### src/rtl/npu_io_pkg.sv
// npu_io_pkg: config-word field positions and IEEE-754 single constants for the NPU input stage.
package npu_io_pkg;
  localparam int CFG_MODE_BIT = 15;
  localparam int CFG_SCALE_LSB = 0;
  localparam int CFG_SCALE_W = 8;
  localparam int FLT_EXP_BIAS = 127;
  localparam int FLT_MANT_W = 23;
  typedef enum logic {MODE_INT = 1'b0, MODE_FLOAT = 1'b1} mode_e;
endpackage

### src/rtl/npu_sync_fifo.sv
// npu_sync_fifo: first-word-fall-through FIFO with occupancy count and full/empty flags.
module npu_sync_fifo #(
  parameter int DEPTH = 16,
  parameter int OUT_W = 16
) (
  input  logic                     CLK,
  input  logic                     npu_rst_n,
  input  logic                     push,
  input  logic [OUT_W-1:0]         din,
  input  logic                     pop,
  output logic [OUT_W-1:0]         dout,
  output logic [$clog2(DEPTH):0]   count,
  output logic                     full,
  output logic                     empty
);
  localparam int AW = $clog2(DEPTH);
  logic [OUT_W-1:0] mem [DEPTH];
  logic [AW-1:0] wp, rp;
  logic do_push, do_pop;
  assign do_pop = pop && !empty;
  assign do_push = push && (!full || do_pop);
  assign full = count == (AW+1)'(DEPTH);
  assign empty = count == '0;
  assign dout = mem[rp];
  always_ff @(posedge CLK)
    if (do_push) mem[wp] <= din;
  always_ff @(posedge CLK) begin
    if (!npu_rst_n) begin
      wp <= '0;
      rp <= '0;
      count <= '0;
    end else begin
      if (do_push) wp <= wp + 1'b1;
      if (do_pop) rp <= rp + 1'b1;
      count <= count + (AW+1)'(do_push) - (AW+1)'(do_pop);
    end
  end
endmodule

### src/rtl/npu_input_stage.sv
// npu_input_stage: int/float host words to saturated fixed point, 2-stage pipeline into a FWFT FIFO.
module npu_input_stage
  import npu_io_pkg::*;
#(
  parameter int IN_W = 32,
  parameter int OUT_W = 16,
  parameter int FRAC_W = 7,
  parameter int DEPTH = 16
) (
  input  logic                     CLK,
  input  logic                     npu_rst_n,
  input  logic                     cfg_wr_en,
  input  logic [15:0]              cfg_data,
  input  logic                     sat_clr,
  input  logic                     in_valid,
  output logic                     in_ready,
  input  logic [IN_W-1:0]          in_data,
  output logic                     out_valid,
  input  logic                     out_ready,
  output logic [OUT_W-1:0]         out_data,
  output logic [$clog2(DEPTH):0]   fifo_count,
  output logic                     fifo_full,
  output logic                     fifo_empty,
  output logic                     sat_flag
);
  localparam int CW = $clog2(DEPTH) + 1;
  localparam int IW = IN_W + OUT_W + 1;
  localparam int FW = FLT_MANT_W + OUT_W + 2;
  localparam logic [OUT_W-1:0] MAXV = {1'b0, {(OUT_W-1){1'b1}}};
  localparam logic [OUT_W-1:0] MINV = {1'b1, {(OUT_W-1){1'b0}}};
  localparam logic signed [IW-1:0] IMAX = {{(IW-OUT_W){1'b0}}, MAXV};
  localparam logic signed [IW-1:0] IMIN = ~IMAX;
  localparam logic [FW-1:0] FLIM = {{(FW-OUT_W){1'b0}}, MINV};
  localparam logic signed [9:0] FOFF = 10'(FLT_EXP_BIAS + FLT_MANT_W);
  mode_e cfg_mode, s1_mode;
  logic [CFG_SCALE_W-1:0] cfg_scale, s1_scale;
  logic [IN_W-1:0] s1_data;
  logic s1_v, s2_v, s2_sat;
  logic [OUT_W-1:0] s2_data;
  logic cfg_unused;
  logic [CW:0] credit;
  logic signed [9:0] k, fs;
  logic signed [IW-1:0] iv;
  logic [FW-1:0] fm;
  logic [7:0] fe;
  logic f_neg, f_nan, f_ovf, i_hi, i_lo, csat;
  logic [OUT_W-1:0] cv, fval, ival;
  assign cfg_unused = ^cfg_data[14:8];
  // Credits count words already in flight so the FIFO can never overflow.
  assign credit = {1'b0, fifo_count} + (CW+1)'(s1_v) + (CW+1)'(s2_v);
  assign in_ready = credit < (CW+1)'(DEPTH);
  assign out_valid = !fifo_empty;
  // Shift amounts are clamped so oversize shifts saturate or zero instead of wrapping.
  always_comb begin
    k = $signed({{(10-CFG_SCALE_W){s1_scale[CFG_SCALE_W-1]}}, s1_scale}) + 10'(FRAC_W);
    iv = {{(IW-IN_W){s1_data[IN_W-1]}}, s1_data};
    iv = k[9] ? iv >>> ((-k > 10'(IN_W)) ? 10'(IN_W) : -k) : iv <<< ((k > 10'(OUT_W)) ? 10'(OUT_W) : k);
    i_hi = iv > IMAX;
    i_lo = iv < IMIN;
    ival = i_hi ? MAXV : i_lo ? MINV : iv[OUT_W-1:0];
    fe = s1_data[30:23];
    f_neg = s1_data[31];
    f_nan = fe == 8'hFF && s1_data[FLT_MANT_W-1:0] != '0;
    fs = $signed({2'b00, fe}) - FOFF + k;
    fm = {{(FW-FLT_MANT_W-1){1'b0}}, 1'b1, s1_data[FLT_MANT_W-1:0]};
    fm = fs[9] ? fm >> ((-fs > 10'sd24) ? 10'sd24 : -fs) : fm << ((fs > 10'(OUT_W)) ? 10'(OUT_W) : fs);
    f_ovf = f_neg ? fm > FLIM : fm >= FLIM;
    fval = f_neg ? -fm[OUT_W-1:0] : fm[OUT_W-1:0];
    cv = s1_mode == MODE_FLOAT ? (fe == 8'h00 ? '0 : (fe == 8'hFF || f_ovf) ? ((f_neg && !f_nan) ? MINV : MAXV) : fval) : ival;
    csat = s1_mode == MODE_FLOAT ? (fe == 8'hFF || (fe != 8'h00 && f_ovf)) : (i_hi || i_lo);
  end
  always_ff @(posedge CLK) begin
    if (!npu_rst_n) begin
      cfg_mode <= MODE_INT;
      cfg_scale <= '0;
      s1_v <= 1'b0;
      s2_v <= 1'b0;
      s2_sat <= 1'b0;
      sat_flag <= 1'b0;
    end else begin
      if (cfg_wr_en) begin
        cfg_mode <= mode_e'(cfg_data[CFG_MODE_BIT]);
        cfg_scale <= cfg_data[CFG_SCALE_LSB +: CFG_SCALE_W];
      end
      s1_v <= in_valid && in_ready;
      if (in_valid && in_ready) begin
        s1_data <= in_data;
        s1_mode <= cfg_mode;
        s1_scale <= cfg_scale;
      end
      s2_v <= s1_v;
      s2_data <= cv;
      s2_sat <= s1_v && csat;
      sat_flag <= (s2_v && s2_sat) || (sat_flag && !sat_clr);
    end
  end
  npu_sync_fifo #(.DEPTH(DEPTH), .OUT_W(OUT_W)) u_fifo (
    .CLK(CLK),
    .npu_rst_n(npu_rst_n),
    .push(s2_v),
    .din(s2_data),
    .pop(out_ready),
    .dout(out_data),
    .count(fifo_count),
    .full(fifo_full),
    .empty(fifo_empty)
  );
endmodule
### config.mk
export PLATFORM = sky130hd
export DESIGN_NAME = npu_input_stage
export DESIGN_NICKNAME = d
export VERILOG_FILES = /design/src/rtl/npu_io_pkg.sv /design/src/rtl/npu_sync_fifo.sv /design/src/rtl/npu_input_stage.sv
export SDC_FILE = /design/constraint.sdc
export NUM_CORES = 1
export LEC_CHECK = 0
export ABC_AREA = 1
export BUFFER_PORTS_ARGS = -buffer_cell sky130_fd_sc_hd__buf_2
export CAP_MARGIN = 20
export CORE_MARGIN = 10
export CORE_UTILIZATION = 35
export CTS_CLUSTER_SIZE = 10
export DETAILED_ROUTE_END_ITERATION = 12
export PLACE_DENSITY = 0.58
export SYNTH_ARGS = -nofsm -noshare
export SYNTH_HDL_FRONTEND = slang
export SYNTH_SLANG_ARGS = --single-unit
### constraint.sdc
create_clock -name CLK -period 9.5 [get_ports CLK]
set_input_delay 0 -clock CLK [delete_from_list [all_inputs] [get_ports CLK]]
set_output_delay 0 -clock CLK [all_outputs]
set_load 0.05 [all_outputs]
Word-level counts from Yosys, hierarchy flattened

Memory sizes are Yosys's and may differ from the RTL's. A register that Yosys moved wholly into a read port is not among the register bits.
Index checks and enable logic that the tools add are counted.

Equal/unequal tests: 2
$add $sub $neg: 12
Shift-type cells: 4
Reductions and logical operators: 23
Multiplexer cells: 19
Order comparisons: 9

Operators by type and width:

| cell                                                                                   | number |
|---|---|
| 16-bit two-way mux                                                                     | 7 |
| 49-bit by 16-bit greater-than comparator with 1-bit output (second input constant)     | 1 |
| 49-bit by 16-bit < comparator with 1-bit output (second input constant)                | 1 |
| 49-bit two-way mux                                                                     | 1 |
| 32-bit by 10-bit <<< shifter with 49-bit output                                        | 1 |
| 32-bit by 10-bit >>> shifter with 49-bit output                                        | 1 |
| 41-bit by 16-bit greater-or-equal comparator with 1-bit output (second input constant) | 1 |
| 41-bit by 16-bit greater-than comparator with 1-bit output (second input constant)     | 1 |
| 41-bit two-way mux                                                                     | 1 |
| 24-bit by 10-bit left shift with 41-bit output                                         | 1 |
| 24-bit by 10-bit right shift with 41-bit output                                        | 1 |
| 10-bit two-way mux                                                                     | 4 |
| 23-bit nonzero test                                                                    | 1 |
| 10-bit by 6-bit greater-than comparator with 1-bit output (second input constant)      | 2 |
| 16-bit negator                                                                         | 1 |
| 9-bit by 9-bit adder with 10-bit output                                                | 1 |
| 10-bit by 7-bit greater-than comparator with 1-bit output (second input constant)      | 1 |
| 10-bit negator                                                                         | 1 |
| 9-bit negator with 10-bit output                                                       | 1 |
| 8-bit by 4-bit adder with 9-bit output (second input constant)                         | 1 |
| 9-bit by 6-bit greater-than comparator with 1-bit output (second input constant)       | 1 |
| 1-bit logical AND                                                                      | 9 |
| 8-bit by 8-bit subtractor with 9-bit output (second input constant)                    | 1 |
| 4-bit by 1-bit adder with 4-bit output (second input constant)                         | 2 |
| 15 further kinds                                                                       | 26 |

RAM bits: 256
Bits in registers: 83
Output and inout port bits: 26
Input port bits: 54
Logic and storage cells: 83
Memories kept: 1

Memories:

| memory     | depth | bits a word | read ports | clocked after memory_dff | write ports | line                | source |
|---|---|---|---|---|---|---|---|
| u_fifo.mem | 16    | 16          | 1          | 1                        | 1           | npu_sync_fifo.sv:17 | `logic [OUT_W-1:0] mem [DEPTH];` |

Logic depth before layout (Yosys ltp)

Gate-level depths: netlist (run 1).

Depth after elaboration: 13
Mapped depth: 45
Mapped depth without buffers: 43

By module

Synthesis (run 1) repeated with hierarchy kept, for this count alone.

Cells, all modules: 3555
Area total of the unflattened synthesis: 24709.9 um2

By module, submodules not included:

| module          | instances | cells an instance | seq. area each (um2) | area each (um2) |
|---|---|---|---|---|
| npu_input_stage | 1         | 2389              | 1971.9               | 12803.5 |
| npu_sync_fifo   | 1         | 1166              | 8027.7               | 11906.4 |

Least setup slack after synthesis (run 1)

OpenSTA, ideal clock, no wires.

Kind: register to register
Start point: register s1_scale[0]
End point: register s2_data[7], data pin
Library setup time: 0.254 ns
Period minus slack after synthesis: 5.125 ns
Arrival time: 4.871 ns
Setup slack: 4.375 ns
Required time: 9.246 ns
Path buffers: 6
Cell stages (with the launch flop): 39
Path through: edfxtp_1 inv_2 ha_1 a21oi_1 nand3_1 and2_1 buf_2 clkbuf_1 clkbuf_1 ha_1 inv_1 nor3_1 nand2_1 nand2_1 nand2_1 nand2_2 nand2_4 nand2_2 [3 not listed] nand3_1 nand2_1 nand2_1 nand3_1 a21oi_1 ha_1 nand3_1 inv_2 nand2_1 nor2_1 nand2_1 nand2_1 nand3_2 buf_6 nor2_1 nand2_1 nand2_1 nand2_1

Cells in the longest elaborated chain, start to end: 13
Elaborated cells on any way between the ends: 31
Classes of those cells: 5 x add/sub; 8 x order compare; 4 x shift; 13 x mux; 1 x reduce/logical

RTL lines:

| element                                                                                                                                      | line                  | source |
|---|---|---|
| start: declaration                                                                                                                           | npu_input_stage.sv:36 | `logic [CFG_SCALE_W-1:0] cfg_scale, s1_scale;` |
| start signal: assignment                                                                                                                     | npu_input_stage.sv:89 | `s1_scale <= cfg_scale;` |
| 8-bit by 4-bit adder with 9-bit output *                                                                                                     | npu_input_stage.sv:55 | `k = $signed({{(10-CFG_SCALE_W){s1_scale[CFG_SCALE_W-1]}}, s1_scale}) + 10'(FRAC_W);` |
| 9-bit by 9-bit adder with 10-bit output                                                                                                      | npu_input_stage.sv:64 | `fs = $signed({2'b00, fe}) - FOFF + k;` |
| 10-bit negator                                                                                                                               | npu_input_stage.sv:66 | `fm = fs[9] ? fm >> ((-fs > 10'sd24) ? 10'sd24 : -fs) : fm << ((fs > 10'(OUT_W)) ? 10'(OUT_W) : fs);` |
| 10-bit by 6-bit greater-than comparator with 1-bit output                                                                                    | npu_input_stage.sv:66 |  |
| 10-bit two-way mux                                                                                                                           | npu_input_stage.sv:66 |  |
| 24-bit by 10-bit right shift with 41-bit output                                                                                              | npu_input_stage.sv:66 |  |
| 41-bit two-way mux                                                                                                                           | npu_input_stage.sv:66 |  |
| 41-bit by 16-bit greater-or-equal comparator with 1-bit output or 41-bit by 16-bit greater-than comparator with 1-bit output (tied branches) | npu_input_stage.sv:67 | `f_ovf = f_neg ? fm > FLIM : fm >= FLIM;` |
| 1-bit two-way mux                                                                                                                            | npu_input_stage.sv:67 |  |
| 1-bit logical OR                                                                                                                             | npu_input_stage.sv:69 | `cv = s1_mode == MODE_FLOAT ? (fe == 8'h00 ? '0 : (fe == 8'hFF \|\| f_ovf) ? ((f_neg && !f_nan) ? MINV : MAXV) : ...` |
| 16-bit two-way mux (2 in a row)                                                                                                              | npu_input_stage.sv:69 |  |
| 16-bit two-way mux *                                                                                                                         | npu_input_stage.sv:69 |  |
| net cv[7]                                                                                                                                    | npu_input_stage.sv:47 | `logic [OUT_W-1:0] cv, fval, ival;` |
| end signal: assignment                                                                                                                       | npu_input_stage.sv:92 | `s2_data <= cv;` |
| end: declaration                                                                                                                             | npu_input_stage.sv:39 | `logic [OUT_W-1:0] s2_data;` |

The timed path passes the listed nets; every way through them passes the cells marked *.
A chain may end at the register's enable or synchronous reset.

Worst setup path in the final report (run 1)

Start point: register s1_scale[0]
End point: register s2_data[5], data pin

The elaborated chain is that of the path after synthesis.

==> results.sh, run 1 <==
export IMPL_htreeDepth=2
export IMPL_cts_tree="done"
export IMPL_io_pins=80
export IMPL_crit_arrival_ns=7.84
export IMPL_synth_nets=3394
export IMPL_cts_root_buf="clkbuf_16"
export IMPL_timing_critical_path_mode_cell="nand2_1"
export IMPL_vias_per_cell=5.37
export IMPL_hold_viol=0
export IMPL_clk_pin_slew_worst_paths_ns=0.06
export IMPL_ys_ff_latch=343
export IMPL_die_h_um=282
export IMPL_rows=95
export IMPL_hpwl_um=55100
export IMPL_instances_no_fill=4241
export IMPL_path_class="flip-flop to flip-flop"
export IMPL_cap_viol_max_count=0
export IMPL_timing_rr_start="s1_scale[0]"
export IMPL_netlist_area_mm2=0.0240
export IMPL_min_from="in_data[1]"
export IMPL_drtIter0Drc=2467
export IMPL_overflow=0
export IMPL_netlist_instances=3307
export IMPL_drt_total_wl_um=79800
export IMPL_clock_sinks=343
export IMPL_grt_use_total_pct=19.7
export IMPL_clk_latency_ns=0.58
export IMPL_reg2reg_depth=35
export IMPL_worst_setup_path_end_kind="flip-flop"
export IMPL_fmax_mhz=135
export IMPL_top_layer="met4"
export IMPL_fin_nets=3433
export IMPL_worstHoldPathType="input pin to flip-flop"
export IMPL_dp_slack_ns=2.20
export IMPL_drc=0
export IMPL_antenna_found_initial=0
export IMPL_whs_path_depth=2
export IMPL_fin_crit_ns=7.43
export IMPL_start_util_pct=35.5
export IMPL_grt_pass1_wl_um=123000
export IMPL_met1Wirelength_um=35700
export IMPL_grt_max_degree=93
export IMPL_io_buffer_count=72
export IMPL_cts_buffer_depth=3
export IMPL_grt_pass1_vias=21370
export IMPL_timing_final_crit_share_pct=78.3
export IMPL_wl_met3_um=4990
export IMPL_dp_cells=4114
export IMPL_async_flop_share_pct=0
export IMPL_r2r_end="s2_data[5]"
export IMPL_r2r_slack_ns=2.07
export IMPL_p_leak_nw=11.4
export IMPL_outcome="finished clean"
export IMPL_post_synth_cell_area_avg_um2=7.25
export IMPL_die_width_um=282
export IMPL_power_density_mw_per_mm2=251
export IMPL_dieArea_mm2=0.0794
export IMPL_crit_fanout=29
export IMPL_cts_made_buffers=40
export IMPL_seq_area_frac_synth_pct=41.7
export IMPL_final_cell_mix="1037 x nand2_1, 486 x nand3_1, 313 x edfxtp_1"
export IMPL_wl_per_cell_um=18.8
export IMPL_ir_drop_mv=0.169
export IMPL_drive_above_1_share_pct=7.60
export IMPL_yosysWarnings=0
export IMPL_synth_edf_count=313
export IMPL_antenna_cells=0
export IMPL_post_cts_resize_count=0
export IMPL_fin_skew_ns=0.0215
export IMPL_met2_length_um=36700
export IMPL_cp_required_ns=9.90
export IMPL_nFillCells=7170
export IMPL_slowest_stage="nand2_2"
export IMPL_finalSetupViolations=0
export IMPL_final_util_pct=39.6
export IMPL_hold_end="s1_data[1]"
export IMPL_final_antenna_net_count=0
export IMPL_critPathLaunchType="flip-flop"
export IMPL_final_common_cell="nand2_1"
export IMPL_gp_congestion=0.963
export IMPL_ys_flop_type="edfxtp_1"
export IMPL_areaGrowthSynthToFinish_pct=11.6
export IMPL_dr_pass1_iters=6
export IMPL_slowest_delay_ns=0.54
export IMPL_fin_ws_ns=2.07
export IMPL_slew_viol_final=0
export IMPL_rsz0062_at_grt="false"
export IMPL_worst_slew_pin_slew_ns=1.07
export IMPL_yosys_cell_types_count=58
export IMPL_core_area_mm2=0.0675
export IMPL_vias=22795
export IMPL_setup_tns_ns=0
export IMPL_report_power_total_mw=6.72
export IMPL_slew_headroom_pct=28.8
synthesized netlist by cell type, types with 6 or more instances:
cell	number	area share (%)
xor2_1	10	0.37
nand2_1	1037	16
edfxtp_1	313	39
ha_1	31	1.6
nor2_1	235	3.7
o21ai_0	217	4.5
buf_4	9	0.28
o21ai_1	45	0.94
mux2i_1	66	2.8
inv_2	30	0.47
nor3_1	19	0.40
nand3_1	486	10
a21oi_2	6	0.22
buf_2	51	1.1
o211ai_1	88	2.8
nor4_1	7	0.18
clkbuf_1	93	1.5
inv_1	237	3.7
buf_6	6	0.28
a21oi_1	145	3.0
buf_1	22	0.34
nor2_2	8	0.21
dfxtp_1	30	2.5
nand2_2	16	0.42
nand4_1	35	0.91
a31oi_1	7	0.18
through the flow:
stage	instance area [µm²]	hold WS (ns)
after floorplan	24000	0.0989
after global placement	25000	0.176
after detailed placement	25000	0.178
after CTS	26800	0.0954
after global routing	26800	0.116
final	26800	0.128
registers in the layout (all words and copies together) (netlist names), named ones only:
register / cells
cfg_mode: 1
cfg_scale: 8
s1_data: 32
s1_mode: 1
s1_scale: 8
s1_v: 1
s2_data: 16
s2_sat: 1
s2_v: 1
sat_flag: 1
u_fifo.count: 5
u_fifo.mem: 256
u_fifo.rp: 4
u_fifo.wp: 4
area by class of cell:
type	instances	area (µm²)	area share, %
inverters	274	1030	3.87
clock buffers	59	1070	4.01
clock inverters	5	75.1	0.281
multi-input cells	2509	12200	45.5
flip-flops and latches	343	10000	37.4
well taps	873	1090	4.08
repair buffers	178	1310	4.91
per-layer routing:
metal  track usage, %  vias up
li1                 -    11282
met1             26.6    10578
met2             32.4      801
met3             2.50      134
met4             6.21        0
met5                0        -
power breakdown:
group | total (mW) | leakage, nW | internal, mW | switching (mW)
logic | 3.48 | 7.79 | 0.993 | 2.49
registers | 1.86 | 3.08 | 1.75 | 0.104
clock network | 1.39 | 0.549 | 0.783 | 0.606
cells by family after synthesis:
group / Yosys count / synth area share [%]
buf+inv: 455 / 7.75
simple gates: 1864 / 32.9
flops: 343 / 41.7
mux: 66 / 2.76
compound gates: 534 / 12.6
fa+ha+maj: 33 / 1.79
xor+xnor: 12 / 0.470
how the worst max path moves through the flow:
stage / startpoint / endpoint / slack, ns
floorplan: s1_scale[0] / s2_data[7] / 4.37
global placement: s1_scale[0] / s2_data[15] / 2.21
detailed placement: s1_scale[0] / s2_data[5] / 2.20
CTS: s1_scale[0] / s2_data[5] / 2.15
global route: s1_scale[0] / s2_data[5] / 1.27
finish: s1_scale[0] / s2_data[5] / 2.07
repair_timing:
item,4_1_cts,5_1_grt
hold buffers,63,0
endpoints found under the hold margin,51,0
setup buffers,0,0
worst max-delay path, delay by kind of cell (launching register included):
| kind | cells | cell delay, ns |
|---|---|---|
| compound gates | 4 | 1.34 |
| fa+ha+maj | 3 | 0.79 |
| simple gates | 24 | 3.67 |
| flops | 1 | 0.46 |
| buf+inv | 3 | 0.56 |
| xor+xnor | 1 | 0.42 |
Note: power is estimated with default switching activity, not from simulation.
==> run 2, diff against run 1 <==
clock period = 7.5 ns   (was 9.5 ns; I/O delays follow)
==> run 2 against run 1 <==
Sequential power grew 26%. Wire length shrank 0.57%. First-iteration DRC count shrank 13%. Register-to-register slack lost 1.3 ns. Core utilization grew 0.18 points. Clock skew grew 0.0018 ns. Via count grew 0.53%. Global-route usage shrank 0.13 points. Maximum frequency grew 11%. Final cell count is essentially flat. Setup slack lost 1.3 ns.
==> results.sh, run 2 (synthesized netlist as in run 1, its figures left out) <==
export IMPL_outcome="finished clean"
export IMPL_rsz0062_at_grt="false"
export IMPL_final_antenna_net_count=0
export IMPL_fin_ws_ns=0.799
export IMPL_overflow=0
export IMPL_grt_use_total_pct=19.6
export IMPL_slowest_delay_ns=0.49
export IMPL_io_buffer_count=72
export IMPL_cts_made_buffers=41
export IMPL_slew_headroom_pct=26.5
export IMPL_die_h_um=282
export IMPL_htreeDepth=2
export IMPL_fmax_mhz=149
export IMPL_nFillCells=7133
export IMPL_worstHoldPathType="input pin to flip-flop"
export IMPL_drt_total_wl_um=79300
export IMPL_antenna_cells=0
export IMPL_crit_arrival_ns=7.01
export IMPL_dp_slack_ns=0.938
export IMPL_slowest_stage="a21oi_1"
export IMPL_top_regs="u_fifo.mem (256), s1_data (32), s2_data (16)"
export IMPL_dr_pass1_iters=7
export IMPL_hold_viol=0
export IMPL_cp_required_ns=7.81
export IMPL_core_area_mm2=0.0675
export IMPL_final_cell_mix="1037 x nand2_1, 486 x nand3_1, 313 x edfxtp_1"
export IMPL_fin_crit_ns=6.70
export IMPL_fin_nets=3440
export IMPL_dieArea_mm2=0.0794
export IMPL_largest_register_ffs=256
export IMPL_drc=0
export IMPL_top_register="u_fifo.mem"
export IMPL_antenna_found_initial=0
export IMPL_timing_critical_path_mode_cell="nand2_1"
export IMPL_post_cts_resize_count=0
export IMPL_areaGrowthSynthToFinish_pct=12.1
export IMPL_gp_congestion=0.971
export IMPL_crit_buf_inv=3
export IMPL_p_leak_nw=11.5
export IMPL_vias=22916
export IMPL_cts_tree="done"
export IMPL_crit_fanout=24
export IMPL_path_class="flip-flop to flip-flop"
export IMPL_clock_sinks=343
export IMPL_finalInstanceArea_mm2=0.0269
export IMPL_vias_per_cell=5.40
export IMPL_grt_max_degree=193
export IMPL_timing_final_crit_share_pct=89.4
export IMPL_report_power_total_mw=8.64
export IMPL_io_pins=80
export IMPL_rows=95
export IMPL_grt_pass1_wl_um=122000
export IMPL_fin_skew_ns=0.0233
export IMPL_worst_setup_path_end_kind="flip-flop"
export IMPL_ir_drop_mv=0.212
export IMPL_clk_pin_slew_worst_paths_ns=0.05
export IMPL_slew_viol_final=0
export IMPL_hpwl_um=55100
export IMPL_crit_family="simple AND/OR/NAND/NOR gates"
export IMPL_cap_viol_max_count=0
export IMPL_clk_latency_ns=0.57
export IMPL_setup_tns_ns=0
export IMPL_die_width_um=282
export IMPL_grt_pass1_vias=21349
export IMPL_placed_area_mm2=0.0250
export IMPL_cts_buffer_depth=3
export IMPL_critPathLaunchType="flip-flop"
export IMPL_power_density_mw_per_mm2=321
export IMPL_drtIter0Drc=2140
export IMPL_final_common_cell="nand2_1"
export IMPL_wl_per_cell_um=18.7
export IMPL_finalSetupViolations=0
export IMPL_worst_slew_pin_slew_ns=1.10
export IMPL_drive_above_1_share_pct=7.89
export IMPL_cts_root_buf="clkbuf_16"
export IMPL_start_util_pct=35.5
[run 2: cell count changes in the layout (fill, tap and decap cells not counted), sizes merged]
cell         delta
buf             +7
dlygate4sd3     -1
clkbuf          -4
bufinv          +2
clkinv          -1
[run 2: layout make-up]
class	count	area [µm²]	area share, %
sequential	343	10000	37.2
inverter	274	1030	3.85
clock inverter	6	111	0.414
multi-input combinational	2509	12200	45.3
clock buffer	55	1100	4.09
timing repair buffer	184	1370	5.09
tap	873	1090	4.06
[run 2: worst paths after layout]
kind                     start  slack [ns]  cells past startpoint         endpoint
setup / recovery   s1_scale[0]        0.80                     38      s2_data[15]
hold / removal       npu_rst_n        0.07                      3  u_fifo.count[0]
setup reg to reg   s1_scale[0]        0.80                     38      s2_data[15]
hold reg to reg   cfg_scale[6]        0.43                      0      s1_scale[6]
[run 2: worst min-delay path, stage by stage]
cell,delay [ns]
buf_2,0.38
nand2_1,0.16
inv_1,0.03
[run 2: power by group]
group	leakage (nW)	internal, mW	switching, mW
logic	7.82	1.28	3.17
clock network	0.583	1.09	0.753
registers	3.08	2.22	0.127
total	11.5	4.59	4.05
[run 2: per-stage QoR]
step	utilization [%]	std cells	hold slack, ns
6_report	39.8	4244	0.0666
5_1_grt	39.8	4244	0.0920
2_1_floorplan	-	3307	0.0989
3_5_place_dp	37.1	4121	0.178
3_3_place_gp	37.1	4121	0.177
4_1_cts	39.8	4244	0.0663
[run 2: repair_timing]
item                       4_1_cts  5_1_grt
hold buffers                    62        0
hold endpoints to repair        52        0
setup endpoints to repair        0        0
setup buffers                    0        0
[run 2: per-layer routing]
| metal | part of all wire, % | vias up | track usage, % |
|---|---|---|---|
| met4 | 3.4 | 0 | 6.47 |
| met3 | 6.1 | 150 | 2.40 |
| met5 | 0 | - | 0 |
| met1 | 44 | 10702 | 25.8 |
| met2 | 47 | 782 | 32.9 |
| li1 | - | 11282 | - |
